$ cat config.mk
export PLATFORM = sky130hd
export DESIGN_NAME = camera_stream_gen
export DESIGN_NICKNAME = d
export VERILOG_FILES = /design/src/rtl/camera_pkg.sv /design/src/rtl/pattern_rom.sv /design/src/rtl/camera_stream_gen.sv
export SDC_FILE = /design/constraint.sdc
export NUM_CORES = 1
export LEC_CHECK = 0
export ABC_AREA = 1
export CORE_AREA = 5 5 72 87
export CTS_CLUSTER_SIZE = 25
export DETAILED_ROUTE_END_ITERATION = 10
export DIE_AREA = 0 0 77 92
export GPL_TIMING_DRIVEN = 0
export PLACE_DENSITY = 0.81
export SKIP_CTS_REPAIR_TIMING = 1
export SYNTH_ARGS = -nofsm -noshare
export SYNTH_HDL_FRONTEND = slang
export SYNTH_SLANG_ARGS = --single-unit
$ cat constraint.sdc
create_clock -name clk_25 -period 4.6 [get_ports clk_25]
set_input_delay 0.92 -clock clk_25 [delete_from_list [all_inputs] [get_ports clk_25]]
set_output_delay 0.92 -clock clk_25 [all_outputs]
set_load 0.03 [all_outputs]
$ cat src/rtl/camera_pkg.sv
// Shared definitions for the camera stream generator and the capture side:
// sequencer states, test-pattern mode encodings and RGB565 colour constants.
package camera_pkg;

  // Frame sequencer states
  typedef enum logic [2:0] {
    ST_IDLE   = 3'd0,
    ST_VSYNC  = 3'd1,
    ST_VBACK  = 3'd2,
    ST_ACTIVE = 3'd3,
    ST_VFRONT = 3'd4
  } state_e;

  // Test-pattern modes as seen on the 2-bit mode input
  typedef enum logic [1:0] {
    MODE_BARS    = 2'd0,
    MODE_RAMP    = 2'd1,
    MODE_CHECKER = 2'd2,
    MODE_SOLID   = 2'd3
  } mode_e;

  // RGB565 colours used by the colour-bar pattern
  localparam logic [15:0] RGB_WHITE   = 16'hFFFF;
  localparam logic [15:0] RGB_YELLOW  = 16'hFFE0;
  localparam logic [15:0] RGB_CYAN    = 16'h07FF;
  localparam logic [15:0] RGB_GREEN   = 16'h07E0;
  localparam logic [15:0] RGB_MAGENTA = 16'hF81F;
  localparam logic [15:0] RGB_RED     = 16'hF800;
  localparam logic [15:0] RGB_BLUE    = 16'h001F;
  localparam logic [15:0] RGB_BLACK   = 16'h0000;

  // Coordinate widths on the pattern lookup interface
  localparam int unsigned PIX_X_W = 10;
  localparam int unsigned PIX_Y_W = 10;

  // Colour of bar idx, left to right
  function automatic logic [15:0] bar_color(input logic [2:0] idx);
    case (idx)
      3'd0: return RGB_WHITE;
      3'd1: return RGB_YELLOW;
      3'd2: return RGB_CYAN;
      3'd3: return RGB_GREEN;
      3'd4: return RGB_MAGENTA;
      3'd5: return RGB_RED;
      3'd6: return RGB_BLUE;
      default: return RGB_BLACK;
    endcase
  endfunction

endpackage

$ cat src/rtl/pattern_rom.sv
// Combinational test-pattern lookup: pixel coordinate + mode -> RGB565 pixel.
// Ports:
//   x, y   : pixel column / active line index
//   mode   : pattern selection (bars, ramp, checkerboard, solid)
//   solid  : colour used in solid mode
//   pixel  : resulting RGB565 value (registered by the caller)
module pattern_rom
  import camera_pkg::*;
#(
  parameter int unsigned H_ACTIVE = 160
) (
  input  logic [PIX_X_W-1:0] x,
  input  logic [PIX_Y_W-1:0] y,
  input  mode_e              mode,
  input  logic [15:0]        solid,
  output logic [15:0]        pixel
);

  localparam int unsigned BAR_W = ((H_ACTIVE / 8) > 0) ? (H_ACTIVE / 8) : 1;

  logic [PIX_X_W-1:0] bar_idx;
  logic [2:0]         bar_sel;
  logic               unused_y;

  // Only the low line bits feed the patterns
  assign unused_y = ^y[PIX_Y_W-1:6];

  // Pattern selection; bar index clamps to the last bar for odd widths
  always_comb begin
    bar_idx = x / PIX_X_W'(BAR_W);
    bar_sel = (bar_idx > PIX_X_W'(7)) ? 3'd7 : bar_idx[2:0];
    pixel   = 16'h0000;
    case (mode)
      MODE_BARS:    pixel = bar_color(bar_sel);
      MODE_RAMP:    pixel = {x[4:0], y[5:0], x[4:0]};
      MODE_CHECKER: pixel = (x[3] ^ y[3]) ? 16'hFFFF : 16'h0000;
      default:      pixel = solid;
    endcase
  end

endmodule

$ cat src/rtl/camera_stream_gen.sv
// Camera bus stand-in: emits RGB565 test frames on pclk/v_sync/h_ref/data_out.
// Ports:
//   clk_25, reset      : system clock, synchronous active-high reset
//   enable             : generate frames while high (frames never truncated)
//   mode, solid_color  : pattern selection, latched at the start of each frame
//   pclk               : pixel clock, clk_25/2, low in IDLE
//   v_sync, h_ref      : frame sync and byte-valid strobes
//   data_out           : pixel byte, high byte first, 0 outside h_ref
//   frame_done         : one-cycle pulse on the last cycle of each frame
module camera_stream_gen
  import camera_pkg::*;
#(
  parameter int unsigned H_ACTIVE    = 160,
  parameter int unsigned H_BLANK     = 40,
  parameter int unsigned V_ACTIVE    = 120,
  parameter int unsigned VSYNC_LINES = 3,
  parameter int unsigned V_BACK      = 17,
  parameter int unsigned V_FRONT     = 10
) (
  input  logic        clk_25,
  input  logic        reset,
  input  logic        enable,
  input  logic [1:0]  mode,
  input  logic [15:0] solid_color,
  output logic        pclk,
  output logic        v_sync,
  output logic        h_ref,
  output logic [7:0]  data_out,
  output logic        frame_done
);

  localparam int unsigned ACT_BYTES  = 2 * H_ACTIVE;
  localparam int unsigned LINE_BYTES = ACT_BYTES + H_BLANK;
  localparam int unsigned MAX_A      = (VSYNC_LINES > V_BACK) ? VSYNC_LINES : V_BACK;
  localparam int unsigned MAX_B      = (V_ACTIVE > V_FRONT) ? V_ACTIVE : V_FRONT;
  localparam int unsigned MAX_LINES  = (MAX_A > MAX_B) ? MAX_A : MAX_B;
  localparam int unsigned BW         = $clog2(LINE_BYTES);
  localparam int unsigned LW         = $clog2(MAX_LINES + 1);

  state_e        state;
  state_e        nxt_state;
  logic [BW-1:0] byte_cnt;
  logic [BW-1:0] nxt_byte;
  logic [LW-1:0] line_cnt;
  logic [LW-1:0] nxt_line;
  logic          last_byte;
  logic          last_line;
  logic          nxt_href;
  mode_e         mode_q;
  logic [15:0]   solid_q;
  logic [15:0]   nxt_pixel;
  logic [PIX_X_W-1:0] pix_x;
  logic [PIX_Y_W-1:0] pix_y;

  // Number of lines spent in each state
  function automatic logic [LW-1:0] state_lines(input state_e s);
    case (s)
      ST_VSYNC:  return LW'(VSYNC_LINES);
      ST_VBACK:  return LW'(V_BACK);
      ST_ACTIVE: return LW'(V_ACTIVE);
      ST_VFRONT: return LW'(V_FRONT);
      default:   return LW'(1);
    endcase
  endfunction

  // Position of the byte that follows the one currently on the bus
  always_comb begin
    last_byte = (byte_cnt == BW'(LINE_BYTES - 1));
    last_line = (line_cnt == state_lines(state) - LW'(1));
    nxt_state = state;
    nxt_byte  = byte_cnt + BW'(1);
    nxt_line  = line_cnt;
    if (last_byte) begin
      nxt_byte = '0;
      if (last_line) begin
        nxt_line = '0;
        case (state)
          ST_VSYNC:  nxt_state = ST_VBACK;
          ST_VBACK:  nxt_state = ST_ACTIVE;
          ST_ACTIVE: nxt_state = ST_VFRONT;
          ST_VFRONT: nxt_state = enable ? ST_VSYNC : ST_IDLE;
          default:   nxt_state = ST_IDLE;
        endcase
      end else begin
        nxt_line = line_cnt + LW'(1);
      end
    end
    nxt_href = (nxt_state == ST_ACTIVE) && (nxt_byte < BW'(ACT_BYTES));
    pix_x    = PIX_X_W'(nxt_byte >> 1);
    pix_y    = PIX_Y_W'(nxt_line);
  end

  pattern_rom #(
    .H_ACTIVE (H_ACTIVE)
  ) u_pattern_rom (
    .x     (pix_x),
    .y     (pix_y),
    .mode  (mode_q),
    .solid (solid_q),
    .pixel (nxt_pixel)
  );

  // Sequencer: bus outputs advance only on the pclk-low half of each byte
  always_ff @(posedge clk_25) begin
    if (reset) begin
      state      <= ST_IDLE;
      byte_cnt   <= '0;
      line_cnt   <= '0;
      mode_q     <= MODE_BARS;
      solid_q    <= 16'h0000;
      pclk       <= 1'b0;
      v_sync     <= 1'b0;
      h_ref      <= 1'b0;
      data_out   <= 8'h00;
      frame_done <= 1'b0;
    end else if (state == ST_IDLE) begin
      pclk       <= 1'b0;
      frame_done <= 1'b0;
      if (enable) begin
        state    <= ST_VSYNC;
        byte_cnt <= '0;
        line_cnt <= '0;
        mode_q   <= mode_e'(mode);
        solid_q  <= solid_color;
        v_sync   <= 1'b1;
        h_ref    <= 1'b0;
        data_out <= 8'h00;
      end
    end else if (!pclk) begin
      pclk       <= 1'b1;
      frame_done <= (state == ST_VFRONT) && last_byte && last_line;
    end else begin
      pclk       <= 1'b0;
      frame_done <= 1'b0;
      state      <= nxt_state;
      byte_cnt   <= nxt_byte;
      line_cnt   <= nxt_line;
      v_sync     <= (nxt_state == ST_VSYNC);
      h_ref      <= nxt_href;
      data_out   <= nxt_href ? (nxt_byte[0] ? nxt_pixel[7:0] : nxt_pixel[15:8]) : 8'h00;
      // Back-to-back frame: latch the pattern for the frame about to start
      if ((state == ST_VFRONT) && (nxt_state == ST_VSYNC)) begin
        mode_q  <= mode_e'(mode);
        solid_q <= solid_color;
      end
    end
  end

endmodule

==> metrics.cfg, run 1 <==
[job]
cap_violations = 0

[timing]
finalClockSkew_ns = 0.00889
maxSlewViolCount = 0
setup_tns_ns = 0
rsz0062_at_grt = false
min_period_ns = 3.17
clock.fmax_mhz = 315
finalHoldViolations = 0
setup_viol = 0
max_slew_margin = 0.534
worst_pin_slew_ns = 0.699
period_share = 0.689

[synthesis]
ys_seq_area_frac = 0.322
synth_top_area_cell = dfxtp_1
synth_ff_type = dfxtp_1
yosys_warnings = 0
synth_fp_nets = 524
netlist_instances = 500
ys_ff_latch = 49
syn_area_um2 = 3050
synth_edf_count = 0
yosysUniqueCellTypes = 35
synthArstFlopShare = 0
synth_area_leaders = dfxtp_1 (32%), nand2_1 (20%), nor2_1 (8.0%), inv_1 (7.6%), a21oi_1 (6.4%)
syn_avg_cell_area_um2 = 6.10
synth_top_area_share = 0.322

[final_layout]
finalNetCount = 562
fillCellCount = 495
multiInputGateArea_um2 = 1740
antenna_cells = 0
drive_above_1_share = 0.0612
register_area_um2 = 981
syn2layout_area_growth_pct = 16.5
fin_area_um2 = 3550

[setup_path]
path_class = register to register
cp.required_ns = 4.82
cp_slowest_cell = dfxtp_1
crit_arrival_ns = 3.39
crit_buf_inv = 0
crit_top_cell = nand2_1
crit_chain = nor2_4 -> nand2_2 -> o21ai_0 -> nand2_1 -> ha_1 -> o22ai_1 -> a211oi_1 -> nand2_1 -> nor2_1 -> nand3_2 -> nand2_1 -> o21ai_0 -> nor2_2 -> nand3_1 -> a21oi_1 -> nand2_1 -> a21oi_1
reg2reg_depth = 17
critPathLaunchType = register
cp_slowest_stage_delay_ns = 0.38
crit_family = simple AND/OR/NAND/NOR gates
end_kind = register
cp_max_fo = 9
cp.depth = 17

[drt]
drt_iter0_markers = 179
via_per_inst = 5.23
routed_wl_um = 7790
first_pass_iters = 4
drc_errors = 0
wl_per_cell_um = 13.0
vias = 3142
antenna_left = 0

[floorplan]
die_w_um = 77
num_io_pins = 33
die_area_um2 = 7080
initial_core_util = 0.580
die_y_um = 92
num_rows = 29
core_um2 = 5260

[global_routing]
grt_usage = 0.223
grt_max_degree = 15
grt_first_pass_wirelength_um = 13300
antenna_found_initial = 0
grt_overflow = 0
grt_pass1_vias = 3053

[cts]
cts_sinks = 49
cts_tree = done
clock_path_buffers = 2
h-tree-depth = 2
clk_latency_ns = 0.30
numCtsBuffers = 5
path_clk_slew_ns = 0.09
ctsRootBufferMaster = clkbuf_8

[place]
place.gp.congestion = 0.923
placed_cell_area_um2 = 3440
io_buffers = 31
hpwl_um = 6040

[power]
p_per_area_nw_per_um2 = 306
power.leakage_nw = 1.62
ir_worst_vdd_mv = 0.195

[min_path]
hold_depth = 2
min_path_type = register to register

[outcome]
status = finished clean

==> per-stage QoR <==
step | instances | hold WS, ns | power (mW) | setup WS [ns] | utilization
2_1_floorplan | 500 | 0.436 | 0.699 | 1.92 | -
3_3_place_gp | 593 | 0.454 | 0.771 | 1.52 | 0.653
3_5_place_dp | 593 | 0.461 | 0.778 | 1.46 | 0.653
4_1_cts | 601 | 0.473 | 1.09 | 1.43 | 0.675
5_1_grt | 601 | 0.487 | 1.16 | 1.02 | 0.675
6_report | 601 | 0.466 | 1.09 | 1.43 | 0.675
==> final timing paths <==
kind | start | to | slack, ns
worst min register to register | data_out[3] | data_out[3] | 0.47
worst min-delay path | data_out[3] | data_out[3] | 0.47
worst max-delay path | state[0] | data_out[1] | 1.43
worst max register to register | state[0] | data_out[1] | 1.43
==> area by class of cell <==
class / instances / area share
plain buffers: 14 / 0.0225
multi-input cells: 371 / 0.490
repair buffers: 31 / 0.0873
clock buffers: 7 / 0.0243
inverters: 66 / 0.0697
clock inverters: 1 / 0.00845
flip-flops and latches: 49 / 0.276
well taps: 62 / 0.0218
==> per-layer routing <==
layer | track usage | up-vias | wire length (um)
met5 | 0 | - | 0
met4 | 0.107 | 0 | 290
met3 | 0.0294 | 22 | 244
met2 | 0.414 | 56 | 3960
met1 | 0.247 | 1415 | 3300
li1 | - | 1649 | -
==> worst register-to-register path, cell delays in order (launching register included) <==
cell and delay, ns:
dfxtp_1 0.38, nor2_4 0.25, nand2_2 0.13, o21ai_0 0.09
nand2_1 0.07, ha_1 0.30, o22ai_1 0.08, a211oi_1 0.27
nand2_1 0.08, nor2_1 0.12, nand3_2 0.12, nand2_1 0.08
o21ai_0 0.13, nor2_2 0.17, nand3_1 0.31, a21oi_1 0.29
nand2_1 0.08, a21oi_1 0.13
==> cells in the final DEF (no fill, tap or decap), types with 4 or more instances in the layout <==
master / synthesis / layout
nand2_1: 166 / 166
nor2_1: 65 / 65
inv_1: 62 / 62
dfxtp_1: 49 / 49
a21oi_1: 39 / 39
clkdlybuf4s50_1: 0 / 31
nand3_1: 25 / 25
o21ai_0: 12 / 12
clkbuf_1: 9 / 10
nand4_1: 8 / 8
nand2_2: 7 / 7
xor2_1: 7 / 7
o21ai_1: 7 / 7
clkbuf_8: 0 / 6
o22ai_1: 5 / 5
o211ai_1: 4 / 4
==> synth_stat cells (all sizes together), types with 2 or more instances <==
cell    count
xor2        8
dfxtp      49
clkbuf      9
nand3      29
o22ai       5
ha          3
nand3b      3
nand2     174
buf         5
o211ai      4
o21ai      19
nand4       8
inv        65
nor2       69
a221oi      2
a21oi      39
nor4        2
==> power breakdown <==
group          total [mW]  internal (mW)  switching, mW
Clock               0.317          0.177          0.140
Sequential          0.472          0.456         0.0157
Combinational       0.300          0.107          0.193
Total                1.09          0.741          0.348
==> cell families (layout without fill, tap and decap cells) <==
logic type      Yosys count  count (layout)  synth area share
fa+ha+maj                 3               3            0.0123
xor+xnor                  8               8            0.0254
compound gates           73              73             0.131
buf+inv                  80             119             0.108
simple gates            287             287             0.402
flops                    49              49             0.322
==> sequential cells by signal, indices dropped and copies added, names as in the netlist <==
register    cells
data_out        8
line_cnt        7
solid_q        16
state           3
frame_done      1
v_sync          1
mode_q          2
pclk            1
h_ref           1
byte_cnt        9
Power figures use the tool's default switching activity.
==> inputs of run 2 (changes only) <==
--- a/config.mk
+++ b/config.mk
@@ -6,12 +6,12 @@
 export NUM_CORES = 1
 export LEC_CHECK = 0
 export ABC_AREA = 1
-export CORE_AREA = 5 5 72 87
+export CORE_AREA = 5 5 77 93
 export CTS_CLUSTER_SIZE = 25
 export DETAILED_ROUTE_END_ITERATION = 10
-export DIE_AREA = 0 0 77 92
+export DIE_AREA = 0 0 82 98
 export GPL_TIMING_DRIVEN = 0
-export PLACE_DENSITY = 0.81
+export PLACE_DENSITY = 0.75
 export SKIP_CTS_REPAIR_TIMING = 1
 export SYNTH_ARGS = -nofsm -noshare
 export SYNTH_HDL_FRONTEND = slang
==> constraint.sdc (replaced) <==
create_clock -name clk_25 -period 2.56 [get_ports clk_25]
set_input_delay 0.512 -clock clk_25 [delete_from_list [all_inputs] [get_ports clk_25]]
set_output_delay 0.512 -clock clk_25 [all_outputs]
set_load 0.03 [all_outputs]
==> run 2 against run 1 <==
Effect of this change:
- largest power group unchanged
- clock skew hardly changed
- sequential power rose by 80%
- core utilization down 3.5 points
- setup slack got worse by 1.8 ns
- fmax increased by 9.6%
- first-iteration DRC count up 17%
- design area rose by 13%
- final cell count is 6.8% higher
- worst hold slack improved by 0.0034 ns
- flip-flop and latch count unchanged
- routed wire length increased by 4.2%
- the flow now finishes with violations (setup timing)
==> metrics.cfg, run 2 (synthesis gave the netlist of run 1 again) <==
[drt]
via_per_inst = 5.07  ; -3.1%
antenna_left = 0  ; unchanged
wl_per_cell_um = 12.7  ; -2.4%
first_pass_iters = 4  ; unchanged
drt_iter0_markers = 209  ; +17%
drc_errors = 0  ; unchanged
vias = 3253  ; +3.5%
routed_wl_um = 8120  ; +4.2%

[timing]
finalClockSkew_ns = 0.00900  ; +0.000116 ns
max_slew_margin = 0.530  ; -0.00405
period_share = 1.13  ; +0.441
setup_slack_ns = -0.333  ; -1.76 ns
whs_ns = 0.469  ; +0.00340 ns
clock.fmax_mhz = 346  ; +9.6%
finalHoldViolations = 0  ; unchanged
min_period_ns = 2.89  ; -0.277 ns
rsz0062_at_grt = true
setup_viol = 28  ; +28
worst_pin_slew_ns = 0.705  ; +0.00607 ns
maxSlewViolCount = 0  ; unchanged

[cts]
cts_tree = done
clk_latency_ns = 0.31  ; about the same
numCtsBuffers = 5  ; unchanged
clock_path_buffers = 2  ; unchanged
path_clk_slew_ns = 0.09  ; about the same
ctsRootBufferMaster = clkbuf_8
h-tree-depth = 2  ; unchanged
cts_sinks = 49  ; unchanged

[final_layout]
fin_area_um2 = 4000  ; +13%
final_cell_mix = nand2_1 (146), inv_1 (59), nor2_1 (57)
antenna_cells = 0  ; unchanged
top_register = solid_q
final_common_cell = nand2_1
drive_above_1_share = 0.206  ; +0.145
fillCellCount = 598  ; +21%
utilization = 0.640  ; -0.0350
largest_reg_flops = 16  ; unchanged
largest_registers = solid_q (16), byte_cnt (9), data_out (8)
syn2layout_area_growth_pct = 31.2
finalNetCount = 580  ; +3.2%

[power]
ir_worst_vdd_mv = 0.410  ; +110%
power.leakage_nw = 1.73  ; +6.5%
finalPower_mw = 2.07  ; +90%
p_per_area_nw_per_um2 = 517  ; +69%

[floorplan]
die_w_um = 82  ; +6.5%
num_io_pins = 33  ; unchanged
initial_core_util = 0.488  ; -0.0914
die_y_um = 98  ; +6.5%
die_area_um2 = 8040  ; +13%
core_um2 = 6250  ; +19%
num_rows = 32  ; +10%

[global_routing]
antenna_found_initial = 0  ; unchanged
grt_overflow = 0  ; unchanged
grt_first_pass_wirelength_um = 12700  ; -4.1%
grt_usage = 0.196  ; -0.0271
grt_max_degree = 16  ; +1
grt_pass1_vias = 2938  ; -3.8%

[job]
cap_violations = 0  ; unchanged

[place]
hpwl_um = 5890  ; -2.5%
io_buffers = 31  ; unchanged
place.gp.congestion = 0.922  ; -0.13%
placed_cell_area_um2 = 3500  ; +1.8%

[setup_path]
critPathLaunchType = register
path_class = register to register
cp.required_ns = 2.77  ; -2.05 ns
cp_max_fo = 7  ; -2
crit_arrival_ns = 3.10  ; -0.29 ns
end_kind = register

[min_path]
min_path_type = register to register

[outcome]
status = complete, but fails checks
violations = setup timing

-- run 2: metal layers --
layer,GRT usage,wire (um),up-vias
li1,-,-,1692
met2,0.345,4110,80
met1,0.228,3410,1457
met4,0.0934,319,0
met3,0.0240,281,24
met5,0,0,-
-- run 2: worst max-delay path: stages, from the launching register on --
cell and delay (ns):
dfxtp_4 0.38, nor2_4 0.13, nand2_4 0.08, o21ai_2 0.06
nand2_2 0.08, ha_4 0.28, o22ai_2 0.07, a211oi_2 0.25
nand2_1 0.09, nor2_1 0.12, nand3_2 0.13, o21ai_0 0.39
nor2_2 0.11, nand2_2 0.10, nand2_4 0.08, nand3_4 0.13
buf_6 0.17, nand2_2 0.06, nand2_2 0.05, nor2_1 0.04
-- run 2: final timing paths --
path                             startpoint          end  slack [ns]  cells after the start
worst max register to register     state[0]  solid_q[12]       -0.33                     19
worst min register to register  data_out[4]  data_out[4]        0.47                      2
worst min-delay path            data_out[4]  data_out[4]        0.47                      2
worst max-delay path               state[0]  solid_q[12]       -0.33                     19
-- run 2: cell type report --
cell class	count	area, um^2	share of cell area
repair buffers	49	453	0.113
clock buffers	7	108	0.0269
multi-input cells	371	2000	0.499
plain buffers	14	83.8	0.0210
flip-flops and latches	49	997	0.249
clock inverters	1	7.51	0.00188
well taps	85	106	0.0266
inverters	66	248	0.0619
-- run 2: power breakdown --
group	internal, mW	total [mW]	switching [mW]
clock	0.279	0.550	0.271
combinational	0.259	0.668	0.409
sequential	0.818	0.849	0.0305
total	1.36	2.07	0.711
-- run 2: through the flow --
step	TNS, ns	cells	setup WS [ns]
detailed placement	-9.78	616	-0.512
global route	-11.04	642	-0.480
finish	-7.85	642	-0.333
CTS	-10.28	624	-0.538
floorplan	-0.220	500	-0.0448
global placement	-8.33	616	-0.471
